===== src/rtl/rom_fetch_arbiter_pkg.sv =====
// ----------------------------------------------------------------------------
// rom_fetch_arbiter_pkg : shared types and defaults for the ROM fetch arbiter
// Rev 1.0
// ----------------------------------------------------------------------------
`default_nettype none

package rom_fetch_arbiter_pkg;

  typedef enum logic [0:0] {
    ST_IDLE = 1'b0,
    ST_REQ  = 1'b1
  } fsm_state_t;

  typedef enum logic [0:0] {
    RQ_M68K = 1'b0,
    RQ_Z80  = 1'b1
  } rq_id_t;

  localparam int          DEF_ADDR_W    = 24;
  localparam logic [23:0] DEF_M68K_BASE = 24'h000000;
  localparam logic [23:0] DEF_Z80_BASE  = 24'h020000;

  // Z80 sees one byte lane of the 16-bit word; odd addresses take the high lane.
  function automatic logic [7:0] pick_byte(input logic [15:0] word, input logic hi);
    return hi ? word[15:8] : word[7:0];
  endfunction

endpackage

`default_nettype wire


===== src/rtl/rom_fetch_arbiter_if.sv =====
// ----------------------------------------------------------------------------
// rom_fetch_arbiter_if : CPU-side and ROM-port signals of the fetch arbiter
// Rev 1.0
// ----------------------------------------------------------------------------
`default_nettype none

interface rom_fetch_arbiter_if
  import rom_fetch_arbiter_pkg::*;
#(
  parameter int ADDR_W = DEF_ADDR_W
);

  logic [23:0]       m68k_a;
  logic              m68k_rom_cs;
  logic              m68k_dtack_n;
  logic [15:0]       m68k_dout;
  logic [15:0]       z80_addr;
  logic              z80_rom_cs;
  logic              z80_wait_n;
  logic [7:0]        z80_dout;
  logic              mem_req;
  logic [ADDR_W-1:0] mem_addr;
  logic              mem_ack;
  logic [15:0]       mem_data;

  modport slave (
    input  m68k_a, m68k_rom_cs, z80_addr, z80_rom_cs, mem_ack, mem_data,
    output m68k_dtack_n, m68k_dout, z80_wait_n, z80_dout, mem_req, mem_addr
  );

  modport master (
    output m68k_a, m68k_rom_cs, z80_addr, z80_rom_cs, mem_ack, mem_data,
    input  m68k_dtack_n, m68k_dout, z80_wait_n, z80_dout, mem_req, mem_addr
  );

endinterface

`default_nettype wire


===== src/rtl/rom_fetch_arbiter_line_buf.sv =====
// ----------------------------------------------------------------------------
// rom_line_buf : one-word last-fetch buffer (tag, word, valid) with compare/fill
// Rev 1.0
// ----------------------------------------------------------------------------
`default_nettype none

module rom_line_buf
  import rom_fetch_arbiter_pkg::*;
#(
  parameter int ADDR_W = DEF_ADDR_W,
  parameter bit BUF_EN = 1'b1
) (
  input  logic              clk,
  input  logic              reset_n,
  input  logic [ADDR_W-1:0] lookup_addr,
  output logic              hit,
  output logic [15:0]       word,
  input  logic              fill,
  input  logic [ADDR_W-1:0] fill_addr,
  input  logic [15:0]       fill_data
);

  generate
    if (BUF_EN) begin : g_buf
      logic              r_valid;
      logic [ADDR_W-1:0] r_tag;
      logic [15:0]       r_word;

      always_ff @(posedge clk or negedge reset_n) begin
        if (!reset_n) begin
          r_valid <= 1'b0;
          r_tag   <= '0;
          r_word  <= '0;
        end else if (fill) begin
          r_valid <= 1'b1;
          r_tag   <= fill_addr;
          r_word  <= fill_data;
        end
      end

      assign hit  = r_valid && (r_tag == lookup_addr);
      assign word = r_word;
    end else begin : g_nobuf
      logic w_unused_buf;
      assign w_unused_buf = &{1'b0, clk, reset_n, lookup_addr, fill, fill_addr, fill_data};
      assign hit  = 1'b0;
      assign word = '0;
    end
  endgenerate

endmodule

`default_nettype wire


===== src/rtl/rom_fetch_arbiter.sv =====
// ----------------------------------------------------------------------------
// rom_fetch_arbiter : shares one 16-bit ROM read port between 68000 and Z80
// Rev 1.0
// ----------------------------------------------------------------------------
`default_nettype none

module rom_fetch_arbiter
  import rom_fetch_arbiter_pkg::*;
#(
  parameter int                ADDR_W    = DEF_ADDR_W,
  parameter logic [ADDR_W-1:0] M68K_BASE = ADDR_W'(DEF_M68K_BASE),
  parameter logic [ADDR_W-1:0] Z80_BASE  = ADDR_W'(DEF_Z80_BASE),
  parameter bit                BUF_EN    = 1'b1
) (
  input  logic               clk,
  input  logic               reset_n,
  rom_fetch_arbiter_if.slave bus
);

  fsm_state_t        r_state, w_state_next;
  rq_id_t            r_owner, r_rr_last;
  logic              r_live, r_fetch_hi;
  logic [ADDR_W-1:0] r_mem_addr;
  logic              w_mem_req, w_z_wait_n;

  logic              r_m_cs_d, r_m_pend, r_m_ready;
  logic [ADDR_W-1:0] r_m_addr;
  logic [15:0]       r_m_dout;
  logic              r_z_cs_d, r_z_pend, r_z_ready, r_z_hi;
  logic [ADDR_W-1:0] r_z_addr;
  logic [7:0]        r_z_dout;

  logic              w_m_new, w_m_want, w_m_hit, w_m_miss, w_grant_m;
  logic [ADDR_W-1:0] w_m_waddr_now, w_m_look;
  logic [15:0]       w_m_bword;
  logic              w_z_new, w_z_want, w_z_hit, w_z_miss, w_grant_z, w_z_look_hi;
  logic [ADDR_W-1:0] w_z_waddr_now, w_z_look;
  logic [15:0]       w_z_bword;
  logic              w_ack_done, w_owner_cs, w_fill_m, w_fill_z;

  logic w_unused_a;
  assign w_unused_a = &{1'b0, bus.m68k_a[23:18], bus.m68k_a[0]};

  // A request is live while cs is high and it is either new this cycle or still pending.
  assign w_m_new       = bus.m68k_rom_cs & ~r_m_cs_d;
  assign w_m_waddr_now = M68K_BASE + ADDR_W'(bus.m68k_a[17:1]);
  assign w_m_want      = bus.m68k_rom_cs & (w_m_new | r_m_pend);
  assign w_m_look      = w_m_new ? w_m_waddr_now : r_m_addr;
  assign w_m_miss      = w_m_want & ~w_m_hit;

  assign w_z_new       = bus.z80_rom_cs & ~r_z_cs_d;
  assign w_z_waddr_now = Z80_BASE + ADDR_W'(bus.z80_addr[15:1]);
  assign w_z_want      = bus.z80_rom_cs & (w_z_new | r_z_pend);
  assign w_z_look      = w_z_new ? w_z_waddr_now : r_z_addr;
  assign w_z_look_hi   = w_z_new ? bus.z80_addr[0] : r_z_hi;
  assign w_z_miss      = w_z_want & ~w_z_hit;

  assign w_ack_done = (r_state == ST_REQ) & bus.mem_ack;
  assign w_owner_cs = (r_owner == RQ_M68K) ? bus.m68k_rom_cs : bus.z80_rom_cs;
  assign w_fill_m   = w_ack_done & (r_owner == RQ_M68K);
  assign w_fill_z   = w_ack_done & (r_owner == RQ_Z80);

  rom_line_buf #(.ADDR_W(ADDR_W), .BUF_EN(BUF_EN)) u_m68k_buf (
    .clk(clk), .reset_n(reset_n), .lookup_addr(w_m_look), .hit(w_m_hit), .word(w_m_bword),
    .fill(w_fill_m), .fill_addr(r_mem_addr), .fill_data(bus.mem_data)
  );

  rom_line_buf #(.ADDR_W(ADDR_W), .BUF_EN(BUF_EN)) u_z80_buf (
    .clk(clk), .reset_n(reset_n), .lookup_addr(w_z_look), .hit(w_z_hit), .word(w_z_bword),
    .fill(w_fill_z), .fill_addr(r_mem_addr), .fill_data(bus.mem_data)
  );

  // On a tie the requester that was not served last takes the port.
  always_comb begin
    w_grant_m = 1'b0;
    w_grant_z = 1'b0;
    if (r_state == ST_IDLE) begin
      w_grant_m = w_m_miss & (~w_z_miss | (r_rr_last == RQ_Z80));
      w_grant_z = w_z_miss & (~w_m_miss | (r_rr_last == RQ_M68K));
    end
  end

  always_ff @(posedge clk or negedge reset_n) begin
    if (!reset_n) r_state <= ST_IDLE;
    else          r_state <= w_state_next;
  end

  always_comb begin
    w_state_next = r_state;
    case (r_state)
      ST_IDLE: if (w_grant_m | w_grant_z) w_state_next = ST_REQ;
      ST_REQ:  if (bus.mem_ack)           w_state_next = ST_IDLE;
      default:                            w_state_next = ST_IDLE;
    endcase
  end

  always_comb begin
    w_mem_req  = (r_state == ST_REQ);
    w_z_wait_n = ~(bus.z80_rom_cs & ~r_z_ready);
  end

  always_ff @(posedge clk or negedge reset_n) begin
    if (!reset_n) begin
      r_owner    <= RQ_M68K;
      r_rr_last  <= RQ_Z80;
      r_live     <= 1'b0;
      r_fetch_hi <= 1'b0;
      r_mem_addr <= '0;
    end else if (w_grant_m | w_grant_z) begin
      r_owner    <= w_grant_m ? RQ_M68K : RQ_Z80;
      r_rr_last  <= w_grant_m ? RQ_M68K : RQ_Z80;
      r_live     <= 1'b1;
      r_fetch_hi <= w_z_look_hi;
      r_mem_addr <= w_grant_m ? w_m_look : w_z_look;
    end else begin
      // A cs drop mid-transaction still lets the fetch fill the buffer, but no handshake.
      r_live <= r_live & w_owner_cs;
    end
  end

  always_ff @(posedge clk or negedge reset_n) begin
    if (!reset_n) begin
      r_m_cs_d <= 1'b0;
      r_m_pend <= 1'b0;
      r_m_addr <= '0;
      r_z_cs_d <= 1'b0;
      r_z_pend <= 1'b0;
      r_z_addr <= '0;
      r_z_hi   <= 1'b0;
    end else begin
      r_m_cs_d <= bus.m68k_rom_cs;
      r_m_pend <= w_m_miss & ~w_grant_m;
      if (w_m_new) r_m_addr <= w_m_waddr_now;
      r_z_cs_d <= bus.z80_rom_cs;
      r_z_pend <= w_z_miss & ~w_grant_z;
      if (w_z_new) begin
        r_z_addr <= w_z_waddr_now;
        r_z_hi   <= bus.z80_addr[0];
      end
    end
  end

  always_ff @(posedge clk or negedge reset_n) begin
    if (!reset_n) begin
      r_m_ready <= 1'b0;
      r_m_dout  <= '0;
      r_z_ready <= 1'b0;
      r_z_dout  <= '0;
    end else begin
      if (!bus.m68k_rom_cs) begin
        r_m_ready <= 1'b0;
      end else if (w_m_want & w_m_hit) begin
        r_m_ready <= 1'b1;
        r_m_dout  <= w_m_bword;
      end else if (w_fill_m & r_live) begin
        r_m_ready <= 1'b1;
        r_m_dout  <= bus.mem_data;
      end

      if (!bus.z80_rom_cs) begin
        r_z_ready <= 1'b0;
      end else if (w_z_want & w_z_hit) begin
        r_z_ready <= 1'b1;
        r_z_dout  <= pick_byte(w_z_bword, w_z_look_hi);
      end else if (w_fill_z & r_live) begin
        r_z_ready <= 1'b1;
        r_z_dout  <= pick_byte(bus.mem_data, r_fetch_hi);
      end
    end
  end

  assign bus.mem_req      = w_mem_req;
  assign bus.mem_addr     = r_mem_addr;
  assign bus.m68k_dtack_n = ~r_m_ready;
  assign bus.m68k_dout    = r_m_dout;
  assign bus.z80_wait_n   = w_z_wait_n;
  assign bus.z80_dout     = r_z_dout;

endmodule

`default_nettype wire


===== src/flat_wrapper.sv =====
// flat-port wrapper written by rule: the top's interface ports become plain ports
module rom_fetch_arbiter_flat import rom_fetch_arbiter_pkg::*;
#(
  parameter int                ADDR_W    = DEF_ADDR_W,
  parameter logic [ADDR_W-1:0] M68K_BASE = ADDR_W'(DEF_M68K_BASE),
  parameter logic [ADDR_W-1:0] Z80_BASE  = ADDR_W'(DEF_Z80_BASE),
  parameter bit                BUF_EN    = 1'b1
)
  (clk, reset_n, bus_m68k_a, bus_m68k_rom_cs, bus_z80_addr, bus_z80_rom_cs, bus_mem_ack, bus_mem_data, bus_m68k_dtack_n, bus_m68k_dout, bus_z80_wait_n, bus_z80_dout, bus_mem_req, bus_mem_addr);
  rom_fetch_arbiter_if #(.ADDR_W(ADDR_W)) bus_i ();
  input  logic clk;
  input  logic reset_n;
  input wire logic [$bits(bus_i.m68k_a)-1:0] bus_m68k_a;
  input wire logic [$bits(bus_i.m68k_rom_cs)-1:0] bus_m68k_rom_cs;
  input wire logic [$bits(bus_i.z80_addr)-1:0] bus_z80_addr;
  input wire logic [$bits(bus_i.z80_rom_cs)-1:0] bus_z80_rom_cs;
  input wire logic [$bits(bus_i.mem_ack)-1:0] bus_mem_ack;
  input wire logic [$bits(bus_i.mem_data)-1:0] bus_mem_data;
  output wire logic [$bits(bus_i.m68k_dtack_n)-1:0] bus_m68k_dtack_n;
  output wire logic [$bits(bus_i.m68k_dout)-1:0] bus_m68k_dout;
  output wire logic [$bits(bus_i.z80_wait_n)-1:0] bus_z80_wait_n;
  output wire logic [$bits(bus_i.z80_dout)-1:0] bus_z80_dout;
  output wire logic [$bits(bus_i.mem_req)-1:0] bus_mem_req;
  output wire logic [$bits(bus_i.mem_addr)-1:0] bus_mem_addr;
  assign bus_i.m68k_a = bus_m68k_a;
  assign bus_i.m68k_rom_cs = bus_m68k_rom_cs;
  assign bus_i.z80_addr = bus_z80_addr;
  assign bus_i.z80_rom_cs = bus_z80_rom_cs;
  assign bus_i.mem_ack = bus_mem_ack;
  assign bus_i.mem_data = bus_mem_data;
  assign bus_m68k_dtack_n = bus_i.m68k_dtack_n;
  assign bus_m68k_dout = bus_i.m68k_dout;
  assign bus_z80_wait_n = bus_i.z80_wait_n;
  assign bus_z80_dout = bus_i.z80_dout;
  assign bus_mem_req = bus_i.mem_req;
  assign bus_mem_addr = bus_i.mem_addr;
  rom_fetch_arbiter #(.ADDR_W(ADDR_W), .M68K_BASE(M68K_BASE), .Z80_BASE(Z80_BASE), .BUF_EN(BUF_EN)) u_core (.clk(clk), .reset_n(reset_n), .bus(bus_i));
endmodule

===== config.mk =====
export PLATFORM = sky130hd
export DESIGN_NAME = rom_fetch_arbiter_flat
export DESIGN_NICKNAME = d
export VERILOG_FILES = /design/src/rtl/rom_fetch_arbiter_pkg.sv /design/src/rtl/rom_fetch_arbiter_if.sv /design/src/rtl/rom_fetch_arbiter_line_buf.sv /design/src/rtl/rom_fetch_arbiter.sv /design/src/flat_wrapper.sv
export SDC_FILE = /design/constraint.sdc
export NUM_CORES = 1
export LEC_CHECK = 0
export ABC_AREA = 1
export CAP_MARGIN = 30
export CORE_MARGIN = 5
export CORE_UTILIZATION = 38
export DETAILED_ROUTE_END_ITERATION = 12
export PLACE_DENSITY = 0.6
export SLEW_MARGIN = 20
export SYNTH_ARGS = -nofsm -noshare
export SYNTH_HDL_FRONTEND = slang
export SYNTH_HIERARCHICAL = 1
export SYNTH_SLANG_ARGS = --single-unit

===== constraint.sdc =====
create_clock -name clk -period 6.7 [get_ports clk]
set_input_delay 1.34 -clock clk [delete_from_list [all_inputs] [get_ports clk]]
set_output_delay 1.34 -clock clk [all_outputs]
set_load 0.05 [all_outputs]

Yosys cells after proc, flatten, opt, wreduce, memory -nomap -nowiden
Index checks and enable logic that the tools add are counted.
Word-level totals
  bits in registers: 190
  input bits: 61
  output and inout port bits: 51
  word-level logic and storage cells: 96
Cells by class
  add/subtract/negate cells: 1
  eq/ne operators: 4
  muxes and demuxes: 24
  bitwise operators: 38
  reduce and logical (&&, ||, !) cells: 6
Operator list (count)
  $mux 24: 3
  $eq 24x24->1: 2
  $mux 16: 2
  $mux 8: 4
  $add 18x15->19 const A: 1
  $and 1x1->1: 19
  $mux 1: 14
  $not 1->1: 14
  $ne 3x1->1 const B: 2
  $or 1x1->1: 5
  $reduce_and 2->1: 2
  $reduce_bool 2->1: 2
  $logic_and 1x1->1: 2
  $pmux 1 s2: 1

Longest topological paths before layout
Gate-level depths: netlist of run 1.
  depth after elaboration: 14
  mapped depth: 23
  mapped depth without buffers: 21

Cells and area by module
The synthesis of run 1 kept the hierarchy.
By module, submodules not included
  rom_fetch_arbiter: instances 1, cells an instance 626, area an instance 4874.7 µm², sequential area each 2703.8 µm²
  rom_line_buf: instances 2, cells an instance 267, area an instance 1960.6 µm², sequential area each 1026.0 µm²

Least setup slack after synthesis of run 1
No wires, ideal clock.
  path type: input -> register
  start point: input bus_z80_rom_cs
  end point: register u_core.r_mem_addr[1] (netlist: u_core/bus.mem_addr[1])
  library setup time: 118 ps
  arrival time: 3481 ps
  data required time: 6582 ps
  slack: 3101 ps
  cell stages on the path: 19
  buffers on the path: 3
  cells stage by stage: buf_2 > nand2_2 > clkinv_1 > buf_2 > nor2_1 > inv_1 > nand2_1 > nand2_1 > nor2_1 > nand2_1 > nor2_1 > nand2_1 > nor2_2 > inv_1 > nand4_1 > clkbuf_1 > nand3_1 > nand3_1 > nand2_1
On the way
  word-level cells in the longest chain between the ends: 11
  elaborated cells between the ends (all ways): 16
  those cells by class: eq/ne: 1; mux: 4; bitwise: 10; reduce/logical: 1
Ends and longest elaborated chain
  start, declared: line flat_wrapper.sv:16  | input wire logic [$bits(bus_i.z80_rom_cs)-1:0] bus_z80_rom_cs;
  $and 1x1->1 (*): line rom_fetch_arbiter.sv:51  | assign w_z_new = bus.z80_rom_cs & ~r_z_cs_d;
  $mux 24 (*)
  via u_core.w_z_look[18]: line rom_fetch_arbiter.sv:37  | logic [ADDR_W-1:0] w_z_waddr_now, w_z_look;
  $eq 24x24->1 (*): line rom_fetch_arbiter_line_buf.sv:41  | assign hit = r_valid && (r_tag == lookup_addr);
  $logic_and 1x1->1 (*): line rom_fetch_arbiter_line_buf.sv:41
  via u_core.w_z_hit: line rom_fetch_arbiter.sv:36  | logic w_z_new, w_z_want, w_z_hit, w_z_miss, w_grant_z, w_z_look_hi;
  $not 1->1 (*): line rom_fetch_arbiter.sv:56  | assign w_z_miss = w_z_want & ~w_z_hit;
  $and 1x1->1 (*): line rom_fetch_arbiter.sv:56
  $not 1->1: line rom_fetch_arbiter.sv:78  | w_grant_m = w_m_miss & (~w_z_miss | (r_rr_last == RQ_Z80));
  $or 1x1->1: line rom_fetch_arbiter.sv:78
  $and 1x1->1: line rom_fetch_arbiter.sv:78
  $mux 1: line rom_fetch_arbiter.sv:77  | if (r_state == ST_IDLE) begin
  $mux 24 or $or 1x1->1 (tied branches): line rom_fetch_arbiter.sv:114, rom_fetch_arbiter.sv:109
  end signal, assigned: line rom_fetch_arbiter.sv:114  | r_mem_addr <= w_grant_m ? w_m_look : w_z_look;
  end, declared: line rom_fetch_arbiter.sv:23  | logic [ADDR_W-1:0] r_mem_addr;
The timed path passes the listed nets; every way through them passes the cells marked *.
A chain may end at the register's enable or synchronous reset.

Final worst setup path of run 1
  start point: input bus_m68k_rom_cs
  end point: register u_core.r_state (netlist: u_core/bus.mem_req)
On the way
  word-level cells in the longest chain between the ends: 13
  elaborated cells between the ends (all ways): 17
  those cells by class: eq/ne: 1; mux: 5; bitwise: 10; reduce/logical: 1
Ends and longest elaborated chain
  start, declared: line flat_wrapper.sv:14  | input wire logic [$bits(bus_i.m68k_rom_cs)-1:0] bus_m68k_rom_cs;
  $and 1x1->1 (*): line rom_fetch_arbiter.sv:45  | assign w_m_new = bus.m68k_rom_cs & ~r_m_cs_d;
  $mux 24 (*)
  via u_core.w_m_look[7]: line rom_fetch_arbiter.sv:34  | logic [ADDR_W-1:0] w_m_waddr_now, w_m_look;
  $eq 24x24->1 (*): line rom_fetch_arbiter_line_buf.sv:41
  $logic_and 1x1->1 (*): line rom_fetch_arbiter_line_buf.sv:41
  via u_core.w_m_hit: line rom_fetch_arbiter.sv:33  | logic w_m_new, w_m_want, w_m_hit, w_m_miss, w_grant_m;
  $not 1->1 (*): line rom_fetch_arbiter.sv:49  | assign w_m_miss = w_m_want & ~w_m_hit;
  $and 1x1->1 (*): line rom_fetch_arbiter.sv:49
  $not 1->1: line rom_fetch_arbiter.sv:79  | w_grant_z = w_z_miss & (~w_m_miss | (r_rr_last == RQ_M68K));
  $or 1x1->1: line rom_fetch_arbiter.sv:79
  $and 1x1->1: line rom_fetch_arbiter.sv:79
  $mux 1: line rom_fetch_arbiter.sv:77
  $or 1x1->1 (*): line rom_fetch_arbiter.sv:91  | ST_IDLE: if (w_grant_m | w_grant_z) w_state_next = ST_REQ;
  $mux 1 (*): line rom_fetch_arbiter.sv:91
  $pmux 1 s2 (*): line rom_fetch_arbiter.sv:90  | case (r_state)
  via u_core.w_state_next: line rom_fetch_arbiter.sv:20  | fsm_state_t r_state, w_state_next;
  end signal, assigned: line rom_fetch_arbiter.sv:85  | else r_state <= w_state_next;
  end, declared: line rom_fetch_arbiter.sv:20
Marks and branches as above.

==> flow_results.xml, run 1 <==
<?xml version="1.0" encoding="UTF-8"?>
<metrics>
  <group name="finish">
    <metric name="nNetsFinal" unit="">1314</metric>
    <metric name="insertedDiodeCount" unit="">0</metric>
    <metric name="mostFrequentLayoutCell" unit="">nand2_1</metric>
    <metric name="layout-drive-gt1-share" unit="">0.0412</metric>
    <metric name="count_of_filler_cells_inserted_in_the_layout" unit="">2223</metric>
    <metric name="most-common-layout-cells" unit="">nand2_1 (527), dfrtp_1 (189), inv_1 (153)</metric>
    <metric name="design_area" unit="um2">10600</metric>
    <metric name="synthToLayoutAreaGrowth" unit="%">21.0</metric>
  </group>
  <group name="routing">
    <metric name="route.antenna.remaining_nets" unit="">0</metric>
    <metric name="detailedRoute.firstIterationViolations" unit="">618</metric>
    <metric name="post_drt_via_cell_ratio" unit="">4.66</metric>
    <metric name="wirelength" unit="mm">23.0</metric>
    <metric name="dr_total_vias" unit="">7211</metric>
    <metric name="drt-pass1-iter-count" unit="">5</metric>
    <metric name="post_drt_wl_per_cell" unit="um">14.8</metric>
    <metric name="drt_drc_violations_left" unit="">0</metric>
  </group>
  <group name="placed_design">
    <metric name="hpwl" unit="mm">16.5</metric>
    <metric name="gp_routability_congestion" unit="">0.844</metric>
    <metric name="placed_area" unit="um2">10100</metric>
    <metric name="pre_cts_slack" unit="ns">1.05</metric>
    <metric name="placement.io_buffers" unit="">104</metric>
  </group>
  <group name="synthesis">
    <metric name="synthesis.area_per_instance" unit="um2">7.58</metric>
    <metric name="synth-seq-cells" unit="">190</metric>
    <metric name="synth.lib_cells_used.distinct" unit="">26</metric>
    <metric name="syn_inst" unit="">1160</metric>
    <metric name="synth.yosys.seq_area_share" unit="">0.541</metric>
    <metric name="ys_warn_count" unit="">6</metric>
    <metric name="synth_area" unit="um2">8800</metric>
    <metric name="post_synth_net_total" unit="">1221</metric>
  </group>
  <group name="timing">
    <metric name="max_slew_margin" unit="">0.459</metric>
    <metric name="rsz0062_at_grt" unit="">false</metric>
    <metric name="actual_slew_at_the_worst_max_slew_pin" unit="ns">0.812</metric>
    <metric name="final.setup.tns" unit="ns">0</metric>
    <metric name="skew" unit="ns">0.00998</metric>
    <metric name="final_min_period_over_clock_period" unit="">0.773</metric>
    <metric name="report.final.setup_viol" unit="">0</metric>
    <metric name="layout_min_cycle_time" unit="ns">5.18</metric>
    <metric name="clock.fmax" unit="MHz">193</metric>
    <metric name="timing.hold.ws" unit="ns">0.449</metric>
    <metric name="hold_viol" unit="">0</metric>
    <metric name="slew_viol_final" unit="">0</metric>
    <metric name="worst_slack" unit="ns">1.52</metric>
  </group>
  <group name="clock_tree">
    <metric name="max-clock-path-buffers" unit="">2</metric>
    <metric name="cts_tree" unit="">yes</metric>
    <metric name="cts.sink_count" unit="">190</metric>
    <metric name="cts_resized" unit="">0</metric>
    <metric name="ctsHoldBuffers" unit="">0</metric>
    <metric name="cts.reportedPaths.clkPinSlew" unit="ns">0.06</metric>
    <metric name="numCtsBuffers" unit="">17</metric>
    <metric name="cts.htree.levels" unit="">4</metric>
    <metric name="post_cts_buffers" unit="">0</metric>
    <metric name="worstSkewPairLatency" unit="ns">0.43</metric>
    <metric name="root_buffer" unit="">clkbuf_16</metric>
  </group>
  <group name="critical_path">
    <metric name="path_common_cell" unit="">nand2_1</metric>
    <metric name="regToRegSetupSlack" unit="ns">2.66</metric>
    <metric name="worst_path_max_fanout" unit="">16</metric>
    <metric name="start_kind" unit="">input pin</metric>
    <metric name="path_cells" unit="">clkdlybuf4s50_1 &gt; nand2_1 &gt; inv_1 &gt; nand2_1 &gt; nand2_1 &gt; inv_1 &gt; nand2_1 &gt; nand2_1 &gt; nor2_1 &gt; nand2_1 &gt; nor2_1 &gt; nand2_1 &gt; nor2_2 &gt; inv_1 &gt; nand3_1 &gt; inv_1 &gt; nand2_1 &gt; nand2_1 &gt; inv_1 &gt; o21ai_0</metric>
    <metric name="cp_data_required_time" unit="ns">6.97</metric>
    <metric name="criticalPathCategory" unit="">in -&gt; reg</metric>
    <metric name="cp_data_arrival_time" unit="ns">5.44</metric>
    <metric name="timing.critical_path.to_type" unit="">flop</metric>
    <metric name="crit_slowest_cell" unit="">clkdlybuf4s50_1</metric>
    <metric name="worst_path_largest_cell_delay" unit="ns">0.59</metric>
  </group>
  <group name="floorplan">
    <metric name="chipWidth" unit="um">162</metric>
    <metric name="die_area" unit="um2">26300</metric>
    <metric name="core_region_area" unit="um2">22700</metric>
    <metric name="design.portCount" unit="">112</metric>
    <metric name="rows" unit="">55</metric>
    <metric name="start_util" unit="">0.387</metric>
    <metric name="fp.dieH" unit="um">162</metric>
  </group>
  <group name="flow_run">
    <metric name="max_cap_violations" unit="">0</metric>
  </group>
  <group name="power_and_ir_drop">
    <metric name="power.ir.vdd_worst" unit="V">0.000179</metric>
    <metric name="power.static_leakage" unit="nW">5.55</metric>
    <metric name="power_density" unit="nW/um2">406</metric>
  </group>
  <group name="global_route">
    <metric name="total_routing_usage_gr" unit="">0.178</metric>
    <metric name="gr-total-overflow" unit="">0</metric>
    <metric name="first_global_vias" unit="">6915</metric>
    <metric name="grt_first_pass_wirelength" unit="mm">37.6</metric>
    <metric name="grt_antenna_before_repair" unit="">0</metric>
    <metric name="grt_max_degree" unit="">89</metric>
  </group>
  <group name="hold_path">
    <metric name="worst_hold_path_type" unit="">reg -&gt; reg</metric>
  </group>
  <group name="outcome">
    <metric name="run_status" unit="">completed</metric>
  </group>
</metrics>
## through the flow
stage | std cells | total power, mW | util
6_report | 1548 | 4.32 | 0.468
5_1_grt | 1548 | 4.60 | 0.468
4_1_cts | 1547 | 4.35 | 0.468
3_5_place_dp | 1518 | 3.36 | 0.443
3_3_place_gp | 1517 | 3.32 | 0.443
2_1_floorplan | 1160 | 2.81 | -
## cells by family (layout without fill, tap and decap cells)
| kind of cell | after synthesis | count (layout) | synth area share |
|---|---|---|---|
| buffers and inverters | 198 | 301 | 0.0919 |
| flip-flops | 190 | 190 | 0.541 |
| XOR/XNOR | 12 | 12 | 0.0119 |
| AO/OA/AOI/OAI | 87 | 87 | 0.0505 |
| AND/OR/NAND/NOR | 673 | 673 | 0.305 |
## per-layer routing
metal	GRT usage	part of all wire
met5	0	0
met1	0.285	0.52
met3	0.0335	0.054
met2	0.241	0.41
met4	0.0534	0.019
## synth_stat cells (all sizes together)
master | instances | area (um2)
inv | 156 | 586
nor2 | 49 | 191
nand2 | 529 | 1990
nand3b | 2 | 15.0
dfrtp | 189 | 4730
xnor2 | 10 | 87.6
nor3 | 3 | 20.0
o211ai | 2 | 15.0
clkinv | 2 | 7.51
xor2 | 2 | 17.5
dfstp | 1 | 26.3
nand4 | 4 | 25.0
o21ai | 71 | 355
nand3 | 86 | 440
a21oi | 14 | 73.8
clkbuf | 14 | 55.1
buf | 26 | 160
## flip-flops by register name, indices dropped and copies added, names as in the netlist, 8 cells and up
register and cells:
u_core/bus.mem_addr 24, u_core/u_m68k_buf/g_buf.r_tag 24, u_core/r_m_addr 24, u_core/bus.z80_dout 8, u_core/u_m68k_buf/word 16, u_core/bus.m68k_dout 16, u_core/u_z80_buf/g_buf.r_tag 24, u_core/u_z80_buf/word 16
u_core/r_z_addr 24
## report_power, final
group          switching, mW  internal [mW]  total (mW)
logic                   1.04          0.518        1.55
registers              0.258           1.52        1.78
clock network          0.415          0.573       0.988
## path summary, 6_finish.rpt
path / from / to / cells after the start
min in group asynchronous: reset_n / u_core/r_m_addr[2] / 1
max reg2reg: u_core/r_m_cs_d / u_core/bus.mem_req / 19
min: u_core/u_z80_buf/g_buf.r_valid / u_core/u_z80_buf/g_buf.r_valid / 2
min reg2reg: u_core/u_z80_buf/g_buf.r_valid / u_core/u_z80_buf/g_buf.r_valid / 2
max in group asynchronous: reset_n / u_core/r_z_addr[8] / 2
max: bus_m68k_rom_cs / u_core/bus.mem_req / 20
## worst max-delay path: cells and delay by family
kind | cells | cell delay (ns)
AOI/OAI and AO/OA | 1 | 0.19
and+or+nand+nor | 13 | 2.04
buffers and inverters | 6 | 1.85
## layout make-up
type | instances | area (um2) | area share
Sequential cell | 190 | 4760 | 0.447
Multi-Input combinational cell | 772 | 3240 | 0.305
Timing Repair Buffer | 114 | 1130 | 0.106
Inverter | 158 | 593 | 0.0557
Clock buffer | 23 | 478 | 0.0449
Tap cell | 285 | 357 | 0.0335
Clock inverter | 6 | 86.3 | 0.00811
Note: power is estimated with default switching activity, not from simulation.
==> inputs of run 2 (changes only) <==
- PLACE_DENSITY: 0.6 -> 0.63
- clock period: 6.7 -> 4.6 ns (I/O delays scaled with it)
==> flow_results.xml, run 2 (same netlist as run 1, synthesis figures left out) <==
<?xml version="1.0" encoding="UTF-8"?>
<metrics>
  <group name="floorplan">
    <metric name="core_region_area" unit="um2">22700</metric>
    <metric name="die_area" unit="um2">26300</metric>
    <metric name="rows" unit="">55</metric>
    <metric name="chipWidth" unit="um">162</metric>
    <metric name="fp.dieH" unit="um">162</metric>
    <metric name="design.portCount" unit="">112</metric>
    <metric name="start_util" unit="">0.387</metric>
  </group>
  <group name="finish">
    <metric name="count_of_filler_cells_inserted_in_the_layout" unit="">2250</metric>
    <metric name="insertedDiodeCount" unit="">0</metric>
    <metric name="synthToLayoutAreaGrowth" unit="%">21.5</metric>
    <metric name="nNetsFinal" unit="">1324</metric>
    <metric name="most-common-layout-cells" unit="">nand2_1 (527), dfrtp_1 (189), inv_1 (153)</metric>
    <metric name="mostFrequentLayoutCell" unit="">nand2_1</metric>
    <metric name="layout-drive-gt1-share" unit="">0.0502</metric>
  </group>
  <group name="clock_tree">
    <metric name="root_buffer" unit="">clkbuf_16</metric>
    <metric name="numCtsBuffers" unit="">17</metric>
    <metric name="post_cts_buffers" unit="">0</metric>
    <metric name="cts_tree" unit="">yes</metric>
    <metric name="cts_resized" unit="">0</metric>
    <metric name="max-clock-path-buffers" unit="">2</metric>
    <metric name="cts.htree.levels" unit="">4</metric>
    <metric name="cts.sink_count" unit="">190</metric>
    <metric name="cts.reportedPaths.clkPinSlew" unit="ns">0.07</metric>
    <metric name="worstSkewPairLatency" unit="ns">0.43</metric>
    <metric name="ctsHoldBuffers" unit="">0</metric>
  </group>
  <group name="power_and_ir_drop">
    <metric name="power.static_leakage" unit="nW">5.58</metric>
    <metric name="power.ir.vdd_worst" unit="V">0.000302</metric>
    <metric name="power_density" unit="nW/um2">584</metric>
  </group>
  <group name="timing">
    <metric name="final_min_period_over_clock_period" unit="">0.859</metric>
    <metric name="slew_viol_final" unit="">0</metric>
    <metric name="timing.hold.ws" unit="ns">0.451</metric>
    <metric name="clock.fmax" unit="MHz">253</metric>
    <metric name="skew" unit="ns">0.0120</metric>
    <metric name="hold_viol" unit="">0</metric>
    <metric name="max_slew_margin" unit="">0.460</metric>
    <metric name="rsz0062_at_grt" unit="">false</metric>
    <metric name="actual_slew_at_the_worst_max_slew_pin" unit="ns">0.810</metric>
    <metric name="final.setup.tns" unit="ns">0</metric>
    <metric name="layout_min_cycle_time" unit="ns">3.95</metric>
    <metric name="report.final.setup_viol" unit="">0</metric>
  </group>
  <group name="critical_path">
    <metric name="cp_data_arrival_time" unit="ns">4.33</metric>
    <metric name="worst_path_largest_cell_delay" unit="ns">0.45</metric>
    <metric name="worst_path_max_fanout" unit="">17</metric>
    <metric name="path_cells" unit="">clkdlybuf4s50_1 &gt; nand2_2 &gt; clkinv_1 &gt; nor2_1 &gt; inv_1 &gt; nand2_1 &gt; o21ai_0 &gt; nor2_1 &gt; nand2_1 &gt; nor2_1 &gt; nand2_1 &gt; nor2_2 &gt; nand3_2 &gt; nand2_1 &gt; nand2_1 &gt; nand3b_1 &gt; nand2_1</metric>
    <metric name="crit_slowest_cell" unit="">clkinv_1</metric>
    <metric name="timing.reg2reg.worst_path_depth" unit="">17</metric>
    <metric name="regToRegSetupSlack" unit="ns">1.15</metric>
    <metric name="timing.critical_path.to_type" unit="">flop</metric>
    <metric name="path_common_cell" unit="">nand2_1</metric>
    <metric name="criticalPathCategory" unit="">in -&gt; reg</metric>
    <metric name="worstReg2RegStart" unit="">u_core/r_z_cs_d</metric>
    <metric name="start_kind" unit="">input pin</metric>
    <metric name="worstReg2RegEnd" unit="">u_core/bus.z80_dout[3]</metric>
    <metric name="cp_data_required_time" unit="ns">4.97</metric>
  </group>
  <group name="global_route">
    <metric name="grt_max_degree" unit="">99</metric>
    <metric name="first_global_vias" unit="">6949</metric>
    <metric name="gr-total-overflow" unit="">0</metric>
    <metric name="grt_antenna_before_repair" unit="">0</metric>
    <metric name="total_routing_usage_gr" unit="">0.176</metric>
    <metric name="grt_first_pass_wirelength" unit="mm">37.0</metric>
  </group>
  <group name="hold_path">
    <metric name="worstHoldStart" unit="">u_core/u_m68k_buf/g_buf.r_valid</metric>
    <metric name="worst_hold_path_type" unit="">reg -&gt; reg</metric>
    <metric name="min_delay_worst_endpoint" unit="">u_core/u_m68k_buf/g_buf.r_valid</metric>
    <metric name="worstHoldPathCells" unit="">2</metric>
  </group>
  <group name="routing">
    <metric name="post_drt_via_cell_ratio" unit="">4.65</metric>
    <metric name="dr_total_vias" unit="">7257</metric>
    <metric name="highest_layer" unit="">met4</metric>
    <metric name="drt-pass1-iter-count" unit="">5</metric>
    <metric name="post_drt_wl_per_cell" unit="um">14.5</metric>
    <metric name="detailedRoute.firstIterationViolations" unit="">525</metric>
    <metric name="drt_drc_violations_left" unit="">0</metric>
    <metric name="wirelength" unit="mm">22.6</metric>
    <metric name="detailroute.wirelength.met2" unit="mm">9.59</metric>
    <metric name="wl_met1" unit="mm">11.8</metric>
    <metric name="wl_met3" unit="um">930</metric>
    <metric name="route.antenna.remaining_nets" unit="">0</metric>
  </group>
  <group name="flow_run">
    <metric name="max_cap_violations" unit="">0</metric>
  </group>
  <group name="placed_design">
    <metric name="hpwl" unit="mm">16.4</metric>
    <metric name="gp_routability_congestion" unit="">0.826</metric>
    <metric name="placement.io_buffers" unit="">104</metric>
  </group>
  <group name="outcome">
    <metric name="run_status" unit="">completed</metric>
  </group>
</metrics>
-- run 2: cell types whose count changed in the layout (fill, tap and decap cells not counted) --
| cell | delta |
|---|---|
| bufinv_16 | -1 |
| clkbuf_1 | +1 |
| clkbuf_8 | -2 |
| buf_6 | -2 |
| clkinv_4 | +2 |
| clkinv_2 | +2 |
| buf_4 | +12 |
| clkinvlp_4 | +1 |
-- run 2: worst max-delay path by stage --
stage                         startpoint                     end  slack, ns  depth (start not counted)
after global routing      bus_z80_rom_cs  u_core/bus.z80_dout[0]       0.15                         17
after detailed placement  bus_z80_rom_cs  u_core/bus.z80_dout[3]       0.20                         17
final                     bus_z80_rom_cs  u_core/bus.z80_dout[3]       0.65                         17
after global placement    bus_z80_rom_cs  u_core/bus.z80_dout[3]       0.21                         17
after CTS                 bus_z80_rom_cs  u_core/bus.z80_dout[3]       0.62                         17
after floorplan           bus_z80_rom_cs  u_core/bus.mem_addr[1]       1.42                         19
-- run 2: final cells by class --
cell class,count,area (um2),share of cell area
clock buffer,22,454,0.0425
clock inverter,10,91.3,0.00855
inverter,158,593,0.0555
multi-input combinational,772,3240,0.303
sequential,190,4760,0.445
tap,285,357,0.0334
timing repair buffer,124,1190,0.112
-- run 2: worst max-delay path, delay by kind of cell --
kind / cells / cell delay [ns]
AND/OR/NAND/NOR: 13 / 2.35
buffers and inverters: 3 / 0.97
AO/OA/AOI/OAI: 1 / 0.07
-- run 2: power by group --
group / internal (mW) / switching (mW) / total (mW)
clock: 0.759 / 0.618 / 1.38
sequential: 2.21 / 0.381 / 2.59
combinational: 0.763 / 1.51 / 2.27
total: 3.73 / 2.51 / 6.24
-- run 2: routing by layer --
| metal | up-vias | track usage |
|---|---|---|
| met2 | 157 | 0.253 |
| met4 | 0 | 0.0561 |
| li1 | 3733 | - |
| met5 | - | 0 |
| met1 | 3346 | 0.272 |
| met3 | 21 | 0.0284 |
-- run 2: through the flow --
stage,util,area (um2),setup slack [ns],total power [mW],std cells
floorplan,-,8800,1.42,4.09,1160
global placement,0.447,10100,0.210,4.84,1529
detailed placement,0.447,10100,0.195,4.89,1529
CTS,0.471,10700,0.622,6.29,1561
global route,0.471,10700,0.148,6.66,1561
finish,0.471,10700,0.646,6.24,1561
